$ cat src/rtl/char_scroller.sv
// char_scroller: holds a five-character word of 2-bit codes and scrolls it across HEX2..HEX0.
//   clock, reset (async, active-high); load captures data (word[i] = data[2i+1:2i]);
//   enable runs/pauses scrolling; dir 0 advances, 1 retreats;
//   c2/c1/c0 show word[pos], word[pos+1], word[pos+2] (mod 5); pos is the rotation index;
//   tick pulses in the cycle before each step; running is high in RUN.
module char_scroller #(
  parameter int CNT_MAX = 49_999_999,
  parameter int CNT_W   = 26
) (
  input  logic       clock,
  input  logic       reset,
  input  logic       load,
  input  logic [9:0] data,
  input  logic       enable,
  input  logic       dir,
  output logic [1:0] c2,
  output logic [1:0] c1,
  output logic [1:0] c0,
  output logic [2:0] pos,
  output logic       tick,
  output logic       running
);
  typedef enum logic [1:0] {IDLE, RUN, PAUSE} state_t;
  state_t           state;
  logic [9:0]       word;
  logic [CNT_W-1:0] cnt;
  logic             term;
  logic [2:0]       p1, p2, nxt;
  function automatic logic [1:0] ch(input logic [9:0] w, input logic [2:0] i);
    return 2'(w >> {i, 1'b0});
  endfunction
  always_comb begin
    term    = cnt == CNT_W'(CNT_MAX);
    p1      = pos == 3'd4 ? 3'd0 : pos + 3'd1;
    p2      = p1 == 3'd4 ? 3'd0 : p1 + 3'd1;
    nxt     = dir ? (pos == 3'd0 ? 3'd4 : pos - 3'd1) : p1;
    c2      = ch(word, pos);
    c1      = ch(word, p1);
    c0      = ch(word, p2);
    running = state == RUN;
    tick    = running && term && !load;
  end
  always_ff @(posedge clock or posedge reset) begin
    if (reset) begin
      state <= IDLE;
      word  <= '1;
      pos   <= '0;
      cnt   <= '0;
    end else if (load) begin
      word  <= data;
      pos   <= '0;
      cnt   <= '0;
      state <= enable ? RUN : PAUSE;
    end else if (state == RUN) begin
      // the counting edge completes even when enable has just dropped
      cnt <= term ? '0 : cnt + 1'b1;
      if (term) pos <= nxt;
      if (!enable) state <= PAUSE;
    end else if (state == PAUSE && enable) begin
      state <= RUN;
    end
  end
endmodule
$ cat config.mk
export PLATFORM = sky130hd
export DESIGN_NAME = char_scroller
export DESIGN_NICKNAME = d
export VERILOG_FILES = /design/src/rtl/char_scroller.sv
export SDC_FILE = /design/constraint.sdc
export NUM_CORES = 1
export LEC_CHECK = 0
export CAP_MARGIN = 15
export CORE_ASPECT_RATIO = 1.75
export CORE_MARGIN = 1.5
export CORE_UTILIZATION = 40
export CTS_CLUSTER_SIZE = 14
export DETAILED_ROUTE_END_ITERATION = 10
export REMOVE_ABC_BUFFERS = 1
export SETUP_SLACK_MARGIN = 0.2
export SYNTH_ARGS = -nofsm -noshare
export SYNTH_HDL_FRONTEND = slang
export SYNTH_SLANG_ARGS = --single-unit
$ cat constraint.sdc
create_clock -name clock -period 8.4 [get_ports clock]
set_input_delay 2.1 -clock clock [delete_from_list [all_inputs] [get_ports clock]]
set_output_delay 2.1 -clock clock [all_outputs]
set_load 0.02 [all_outputs]
==> flow_metrics.env, run 1 <==
export IMPL_grt_use_total=0.193
export IMPL_dp_hpwl_um=4400
export IMPL_design_core_area_um2=6230
export IMPL_timing_slew_headroom=0.450
export IMPL_finalSetupViolations=0
export IMPL_comb_power_share=0.130
export IMPL_number_of_gates_resized_after_cts=0
export IMPL_die_area_um2=6970
export IMPL_cts_hold_buf=0
export IMPL_worst_ep_arrival_time_ns=3.78
export IMPL_rsz0062_at_grt="no"
export IMPL_peakVddDrop_mv=0.0917
export IMPL_antenna_cells_inserted=0
export IMPL_max_stage_delay_ns=0.61
export IMPL_drt_iter0_markers=96
export IMPL_power_per_cell_area_nw_per_um2=154
export IMPL_worstSetupStartpointType="input port"
export IMPL_r2r_slack_ns=6.10
export IMPL_nets=314
export IMPL_worst_path_dominant_cell_family="buffers and inverters"
export IMPL_clock_sinks=41
export IMPL_grt_overflow=0
export IMPL_cp_cell_sequence="clkdlybuf4s50_1, buf_4, nor2_1, nand2_1, nor2_1, clkdlybuf4s50_1"
export IMPL_wl_per_cell_um=16.1
export IMPL_numPlacedInstances=366
export IMPL_status="finished, final reports clean"
export IMPL_min_period_over_period=0.700
export IMPL_total_power_w=0.000466
export IMPL_seq_power_share=0.466
export IMPL_number_of_instances_in_the_synthesized_netlist=274
export IMPL_finClkSkew_ns=0.00726
export IMPL_netlist_cell_type_count=44
export IMPL_cts_max_path_buffers=2
export IMPL_max_freq_mhz=170
export IMPL_grt_pass1_wl_um=10500
export IMPL_number_of_warnings_reported_in_the_yosys_synthesis_log=0
export IMPL_synth_main_ff_cell="sky130_fd_sc_hd__dfrtp_1"
export IMPL_final_cell_mix="31 x sky130_fd_sc_hd__dfrtp_1, 25 x sky130_fd_sc_hd__clkdlybuf4s50_1, 24 x sky130_fd_sc_hd__a21oi_1"
export IMPL_placement_io_buffers=25
export IMPL_clk_root_buffer_cell="sky130_fd_sc_hd__clkbuf_8"
export IMPL_post_drt_via_cell_ratio=5.83
export IMPL_area_growth_syn_to_layout_pct=16.9
export IMPL_cell_internal_pwr_w=0.000355
export IMPL_floorplan_initialDensity=0.415
export IMPL_synthArstFlopShare=1.00
export IMPL_ys_seq_elements=41
export IMPL_grt_max_degree=42
export IMPL_synth_area_per_cell_um2=9.43
export IMPL_die_w_um=63.8
export IMPL_clkLatencyLatePin_ns=0.30
export IMPL_htreeDepth=2
export IMPL_worst_path_max_delay_cell="sky130_fd_sc_hd__clkdlybuf4s50_1"
export IMPL_p_leak_nw=1.14
export IMPL_sw_frac_of_total=0.238
export IMPL_final_common_cell="sky130_fd_sc_hd__dfrtp_1"
export IMPL_drt_pre_antenna_iters=4
export IMPL_share_clk_of_total_power=0.404
export IMPL_crit_type="input port to primary output"
export IMPL_cts_setup_buffers=0
export IMPL_globalplace_congestion=0.773
export IMPL_hp_class="flop to flop"
export IMPL_critical_path_peak_fanout=30
export IMPL_report_final_hold_viol_count=0
export IMPL_io_pins=26
export IMPL_synth_edff_count=0
export IMPL_detail_route_drc_violations=0
export IMPL_antenna_found_initial=0
export IMPL_fin_setup_tns_ns=0
export IMPL_final_layout_size_suffix_gt1_frac=0.146
export IMPL_totalWireLength_um=6010
export IMPL_die_height_um=109
export IMPL_max_cap_viol_count=0
export IMPL_worst_slew_pin_transition_ns=0.817
export IMPL_cts_reportedPaths_clkPinSlew_ns=0.08
export IMPL_tritoncts="done"
export IMPL_via_count_of_the_first_global_routing_pass=2173
export IMPL_syn_cell_area_um2=2580
export IMPL_fp_row_count=38
export IMPL_vias=2180
export IMPL_route_antenna_remaining_nets=0
export IMPL_numCtsBuffers=5
export IMPL_critPathRequiredTime_ns=6.30
export IMPL_final_cells=374
export IMPL_number_of_buffer_and_inverter_stages_on_the_critical_path=3
export IMPL_finalMaxSlewViolations=0
export IMPL_critical_path_endpoint_type="primary output"
export IMPL_power_net_switching_w=0.000111
export IMPL_seq_area_frac_synth=0.402
export IMPL_final_period_minus_worst_setup_slack_ns=5.88
stage by stage:
| step | cell area (um^2) | worst slack [ns] | util | hold slack (ns) |
|---|---|---|---|---|
| 6_report | 3020 | 2.52 | 0.485 | 0.476 |
| 3_3_place_gp | 2890 | 2.55 | 0.464 | 0.454 |
| 4_1_cts | 3020 | 2.51 | 0.485 | 0.481 |
| 2_1_floorplan | 2520 | 3.62 | - | 0.443 |
| 3_5_place_dp | 2890 | 2.51 | 0.464 | 0.469 |
| 5_1_grt | 3020 | 2.41 | 0.485 | 0.507 |
logic make-up (layout without fill, tap and decap cells):
| group | count (synthesis) | after routing | synth area share |
|---|---|---|---|
| flops | 41 | 41 | 0.402 |
| buf+inv | 25 | 45 | 0.0387 |
| fa+ha+maj | 6 | 6 | 0.0290 |
| mux | 29 | 29 | 0.138 |
| simple gates | 102 | 102 | 0.217 |
| xor+xnor | 5 | 5 | 0.0169 |
| compound gates | 66 | 66 | 0.158 |
cell usage after synthesis, types with 5 or more instances:
library cell	n	area, um^2
sky130_fd_sc_hd__a21oi_1	24	120
sky130_fd_sc_hd__a31oi_1	8	50.1
sky130_fd_sc_hd__buf_1	5	18.8
sky130_fd_sc_hd__buf_2	5	25.0
sky130_fd_sc_hd__clkbuf_1	5	18.8
sky130_fd_sc_hd__dfrtp_1	31	776
sky130_fd_sc_hd__dfstp_2	10	263
sky130_fd_sc_hd__ha_1	6	75.1
sky130_fd_sc_hd__inv_1	10	37.5
sky130_fd_sc_hd__mux2_2	13	146
sky130_fd_sc_hd__mux2i_1	12	120
sky130_fd_sc_hd__nand2_1	21	78.8
sky130_fd_sc_hd__nand3_1	8	40.0
sky130_fd_sc_hd__nand4_1	15	93.8
sky130_fd_sc_hd__nor2_1	23	86.3
sky130_fd_sc_hd__o21ai_0	15	75.1
registers in the layout, indices dropped and copies added (netlist names):
name,flops
state,2
cnt,26
word,10
pos,3
worst reg2reg max path, cell delays in order, from the launching register on:
cell                      delay [ns]
sky130_fd_sc_hd__dfrtp_1        0.41
sky130_fd_sc_hd__ha_1           0.24
sky130_fd_sc_hd__nand3_2        0.15
sky130_fd_sc_hd__nor4b_4        0.51
sky130_fd_sc_hd__nand2_2        0.26
sky130_fd_sc_hd__or4_1          0.51
sky130_fd_sc_hd__a21oi_1        0.15
power groups by stage:
stage / registers [W] / logic (W) / clock network, W
2_1_floorplan: 0.000217 / 0.0000368 / 0
3_3_place_gp: 0.000221 / 0.0000610 / 0
3_5_place_dp: 0.000221 / 0.0000619 / 0
4_1_cts: 0.000217 / 0.0000620 / 0.000193
5_1_grt: 0.000218 / 0.0000675 / 0.000204
6_report: 0.000217 / 0.0000608 / 0.000188
area by class of cell:
type	count	area (um^2)
repair buffers	27	265
clock inverters	3	65.1
clock buffers	5	68.8
flip-flops and latches	41	1040
multi-input cells	208	1450
well taps	80	100
fillers	591	3210
inverters	10	37.5
routing by layer:
metal	up-vias	share of wire	track usage
li1	1056	-	-
met1	1064	0.39	0.217
met2	45	0.56	0.353
met3	15	0.027	0.0276
met4	0	0.029	0.0916
met5	-	0	0
worst paths after layout:
| check | end | cells past startpoint | startpoint |
|---|---|---|---|
| worst max register to register | pos[2] | 6 | cnt[0] |
| worst min register to register | cnt[23] | 1 | cnt[23] |
| worst max-delay path | tick | 6 | load |
| min in group asynchronous | cnt[8] | 3 | reset |
| worst min-delay path | cnt[23] | 1 | cnt[23] |
| max in group asynchronous | word[9] | 3 | reset |
Note: power is estimated with default switching activity, not from simulation.
==> inputs of run 2 (changes only) <==
- clock period: 8.4 -> 4.97 ns (I/O delays scaled with it)
==> flow_metrics.env, run 2 (synthesis gave the netlist of run 1 again) <==
export IMPL_floorplan_initialDensity=0.415
export IMPL_number_of_gates_resized_after_cts=0
export IMPL_rsz0062_at_grt="no"
export IMPL_finalSetupViolations=0
export IMPL_reg_top3="cnt: 26 flops, word: 10 flops, pos: 3 flops"
export IMPL_design_core_area_um2=6230
export IMPL_clkLatencyLatePin_ns=0.30
export IMPL_via_count_of_the_first_global_routing_pass=2084
export IMPL_io_pins=26
export IMPL_numCtsBuffers=5
export IMPL_post_drt_via_cell_ratio=5.74
export IMPL_fillerInstances=611
export IMPL_timing_slew_headroom=0.441
export IMPL_hp_class="flop to flop"
export IMPL_drt_iter0_markers=123
export IMPL_finClkSkew_ns=0.0119
export IMPL_critical_path_peak_fanout=6
export IMPL_peakVddDrop_mv=0.155
export IMPL_clock_sinks=41
export IMPL_top_register="cnt"
export IMPL_worst_ep_arrival_time_ns=3.36
export IMPL_nets=316
export IMPL_area_sequential_um2=1040
export IMPL_tritoncts="done"
export IMPL_die_w_um=63.8
export IMPL_antenna_cells_inserted=0
export IMPL_status="finished, final reports clean"
export IMPL_wl_per_cell_um=16.5
export IMPL_critPathRequiredTime_ns=3.73
export IMPL_die_height_um=109
export IMPL_cts_reportedPaths_clkPinSlew_ns=0.09
export IMPL_critical_path_endpoint_type="primary output"
export IMPL_final_common_cell="sky130_fd_sc_hd__dfrtp_1"
export IMPL_finalHoldWorstSlack_ns=0.476
export IMPL_grt_overflow=0
export IMPL_final_cell_mix="31 x sky130_fd_sc_hd__dfrtp_1, 25 x sky130_fd_sc_hd__clkdlybuf4s50_1, 24 x sky130_fd_sc_hd__a21oi_1"
export IMPL_power_per_cell_area_nw_per_um2=257
export IMPL_grt_max_degree=42
export IMPL_max_stage_delay_ns=0.53
export IMPL_max_cap_viol_count=0
export IMPL_crit_type="flop to primary output"
export IMPL_worst_path_max_delay_cell="sky130_fd_sc_hd__clkdlybuf4s50_1"
export IMPL_multiInputGateArea_um2=1450
export IMPL_htreeDepth=2
export IMPL_antenna_found_initial=0
export IMPL_placement_io_buffers=25
export IMPL_final_period_minus_worst_setup_slack_ns=4.60
export IMPL_grt_pass1_wl_um=10200
export IMPL_globalplace_congestion=0.833
export IMPL_r2r_slack_ns=2.65
export IMPL_grt_use_total=0.191
export IMPL_p_leak_nw=1.15
export IMPL_report_final_hold_viol_count=0
export IMPL_cts_setup_buffers=0
export IMPL_fin_setup_tns_ns=0
export IMPL_vias=2160
export IMPL_dp_hpwl_um=4420
export IMPL_worstSetupStartpointType="flop"
export IMPL_drt_pre_antenna_iters=4
export IMPL_cts_max_path_buffers=2
export IMPL_totalWireLength_um=6190
export IMPL_final_layout_size_suffix_gt1_frac=0.155
export IMPL_max_freq_mhz=217
export IMPL_fp_row_count=38
export IMPL_cp_cell_sequence="inv_1, ha_1, a21oi_1, inv_1, ha_1, o21ai_0, a22oi_2, mux4_2, mux2_2, clkdlybuf4s50_1"
export IMPL_largest_reg_flops=26
export IMPL_cts_hold_buf=0
export IMPL_min_period_over_period=0.925
export IMPL_area_growth_syn_to_layout_pct=17.6
export IMPL_die_area_um2=6970
export IMPL_worst_slew_pin_transition_ns=0.830
export IMPL_total_power_w=0.000782
export IMPL_detail_route_drc_violations=0
export IMPL_clk_root_buffer_cell="sky130_fd_sc_hd__clkbuf_8"
export IMPL_finalMaxSlewViolations=0
export IMPL_route_antenna_remaining_nets=0
run 2: path summary, 6_finish.rpt:
kind	from	endpoint	depth (start not counted)
worst max-delay path	pos[1]	c0[1]	10
worst min-delay path	cnt[25]	cnt[25]	1
worst max register to register	cnt[0]	pos[2]	6
worst min register to register	cnt[25]	cnt[25]	1
max in group asynchronous	reset	word[9]	3
min in group asynchronous	reset	cnt[23]	3
run 2: layout make-up:
| type | instances | share of cell area |
|---|---|---|
| multi-input combinational | 208 | 0.477 |
| sequential | 41 | 0.342 |
| timing repair buffer | 29 | 0.0922 |
| tap | 80 | 0.0329 |
| clock buffer | 6 | 0.0309 |
| clock inverter | 2 | 0.0128 |
| inverter | 10 | 0.0123 |
run 2: layer usage:
layer | global-route usage | vias up | wire [um]
met4 | 0.0963 | 0 | 182
met5 | 0 | - | 0
met1 | 0.205 | 1042 | 2460
met2 | 0.359 | 39 | 3410
met3 | 0.0287 | 13 | 139
li1 | - | 1066 | -
run 2: per-stage QoR:
step | instances | utilization | setup slack (ns) | instance area [um^2]
2_1_floorplan | 259 | - | 1.05 | 2520
6_report | 376 | 0.488 | 0.372 | 3040
3_5_place_dp | 368 | 0.466 | 0.698 | 2900
4_1_cts | 376 | 0.487 | 0.353 | 3040
3_3_place_gp | 368 | 0.466 | 0.746 | 2900
5_1_grt | 376 | 0.488 | 0.163 | 3040
run 2: power by group:
part           switching [W]  internal [W]  leakage, nW
combinational      0.0000562     0.0000481        0.555
clock               0.000127      0.000182       0.0669
sequential         0.0000164      0.000353        0.531
run 2: critical path, delay by kind of cell (launching register included):
kind	cells	cell delay, ns
buf+inv	3	0.77
fa+ha+maj	2	0.45
flops	1	0.42
compound gates	3	0.61
mux	2	0.79
==> inputs of run 3 (changes only) <==
- CORE_MARGIN: 1.5 -> 2
==> flow_metrics.env, run 3 (synthesis gave the netlist of run 1 again) <==
export IMPL_finClkSkew_ns=0.0114
export IMPL_hp_class="flop to flop"
export IMPL_worst_path_max_delay_cell="sky130_fd_sc_hd__clkdlybuf4s50_1"
export IMPL_worst_ep_arrival_time_ns=3.35
export IMPL_grt_use_total=0.196
export IMPL_totalWireLength_um=6420
export IMPL_grt_max_degree=30
export IMPL_clk_root_buffer_cell="sky130_fd_sc_hd__clkbuf_8"
export IMPL_finalSetupViolations=0
export IMPL_timing_slew_headroom=0.378
export IMPL_area_growth_syn_to_layout_pct=16.8
export IMPL_report_final_hold_viol_count=0
export IMPL_antenna_found_initial=0
export IMPL_critPathRequiredTime_ns=3.73
export IMPL_final_common_cell="sky130_fd_sc_hd__dfrtp_1"
export IMPL_via_count_of_the_first_global_routing_pass=2173
export IMPL_io_pins=26
export IMPL_detail_route_drc_violations=0
export IMPL_numPlacedInstances=368
export IMPL_route_antenna_remaining_nets=0
export IMPL_drt_pre_antenna_iters=4
export IMPL_area_sequential_um2=1040
export IMPL_antenna_cells_inserted=0
export IMPL_reg_top3="cnt: 26 flops, word: 10 flops, pos: 3 flops"
export IMPL_cts_reportedPaths_clkPinSlew_ns=0.09
export IMPL_fp_row_count=38
export IMPL_final_layout_size_suffix_gt1_frac=0.152
export IMPL_crit_type="flop to primary output"
export IMPL_worstSetupStartpointType="flop"
export IMPL_final_period_minus_worst_setup_slack_ns=4.60
export IMPL_max_cap_viol_count=0
export IMPL_final_core_util=0.485
export IMPL_htreeDepth=2
export IMPL_clock_sinks=41
export IMPL_finalHoldWorstSlack_ns=0.476
export IMPL_die_area_um2=7150
export IMPL_design_core_area_um2=6230
export IMPL_worst_slew_pin_transition_ns=0.925
export IMPL_p_leak_nw=1.14
export IMPL_post_drt_via_cell_ratio=5.81
export IMPL_cts_max_path_buffers=2
export IMPL_number_of_buffer_and_inverter_stages_on_the_critical_path=3
export IMPL_cts_setup_buffers=0
export IMPL_die_height_um=110
export IMPL_status="finished, final reports clean"
export IMPL_clkLatencyLatePin_ns=0.30
export IMPL_max_stage_delay_ns=0.53
export IMPL_max_freq_mhz=218
export IMPL_cp_cell_sequence="inv_1, ha_1, a21oi_1, inv_1, ha_1, o21ai_0, a22oi_2, mux4_2, mux2_2, clkdlybuf4s50_1"
export IMPL_worst_path_dominant_cell_family="multiplexers"
export IMPL_globalplace_congestion=0.867
export IMPL_final_cell_mix="31 x sky130_fd_sc_hd__dfrtp_1, 25 x sky130_fd_sc_hd__clkdlybuf4s50_1, 24 x sky130_fd_sc_hd__a21oi_1"
export IMPL_tritoncts="done"
export IMPL_final_cells=376
export IMPL_peakVddDrop_mv=0.128
export IMPL_placement_io_buffers=25
export IMPL_rsz0062_at_grt="no"
export IMPL_multiInputGateArea_um2=1450
export IMPL_dp_hpwl_um=4710
export IMPL_finalMaxSlewViolations=0
export IMPL_vias=2185
export IMPL_top_register="cnt"
export IMPL_cts_hold_buf=0
export IMPL_critical_path_peak_fanout=6
export IMPL_fillerInstances=598
export IMPL_die_w_um=64.8
export IMPL_largest_reg_flops=26
export IMPL_nets=316
export IMPL_grt_overflow=0
export IMPL_power_per_cell_area_nw_per_um2=244
export IMPL_fin_setup_tns_ns=0
export IMPL_min_period_over_period=0.925
export IMPL_numCtsBuffers=5
export IMPL_grt_pass1_wl_um=10600
export IMPL_wl_per_cell_um=17.1
export IMPL_drt_iter0_markers=123
export IMPL_critical_path_endpoint_type="primary output"
export IMPL_floorplan_initialDensity=0.415
-- run 3: per-layer routing --
layer	vias to the layer above	part of all wire	GRT usage
li1	1059	-	-
met1	1075	0.38	0.201
met2	38	0.56	0.378
met3	13	0.026	0.0335
met4	0	0.029	0.0942
met5	-	0	0
-- run 3: worst paths after layout --
kind / start / endpoint / slack (ns) / depth (start not counted)
worst max-delay path: pos[1] / c0[1] / 0.37 / 10
worst min-delay path: cnt[23] / cnt[23] / 0.48 / 1
worst max register to register: cnt[0] / pos[2] / 2.63 / 6
worst min register to register: cnt[23] / cnt[23] / 0.48 / 1
max in group asynchronous: reset / word[9] / 2.77 / 3
min in group asynchronous: reset / cnt[22] / 1.35 / 2
-- run 3: report_power, final --
| group | switching [W] | internal, W |
|---|---|---|
| Clock | 0.000120 | 0.000144 |
| Combinational | 0.0000560 | 0.0000481 |
| Sequential | 0.0000164 | 0.000353 |
| Total | 0.000192 | 0.000544 |
-- run 3: area by class of cell --
| type | count | area share |
|---|---|---|
| inverters | 10 | 0.0124 |
| flip-flops and latches | 41 | 0.344 |
| clock buffers | 8 | 0.0369 |
| multi-input cells | 208 | 0.481 |
| well taps | 80 | 0.0332 |
| repair buffers | 29 | 0.0928 |
-- run 3: metrics by stage --
step | area, um^2 | power [W] | setup WS [ns]
2_1_floorplan | 2520 | 0.000429 | 1.05
5_1_grt | 3020 | 0.000768 | 0.201
6_report | 3020 | 0.000736 | 0.373
4_1_cts | 3010 | 0.000743 | 0.303
3_5_place_dp | 2900 | 0.000481 | 0.633
3_3_place_gp | 2900 | 0.000479 | 0.750
-- run 3: what timing repair did --
item / CTS / global route
resized for setup: 0 / 1
endpoints found under the setup margin: 0 / 2
endpoints found under the hold margin: 0 / 0
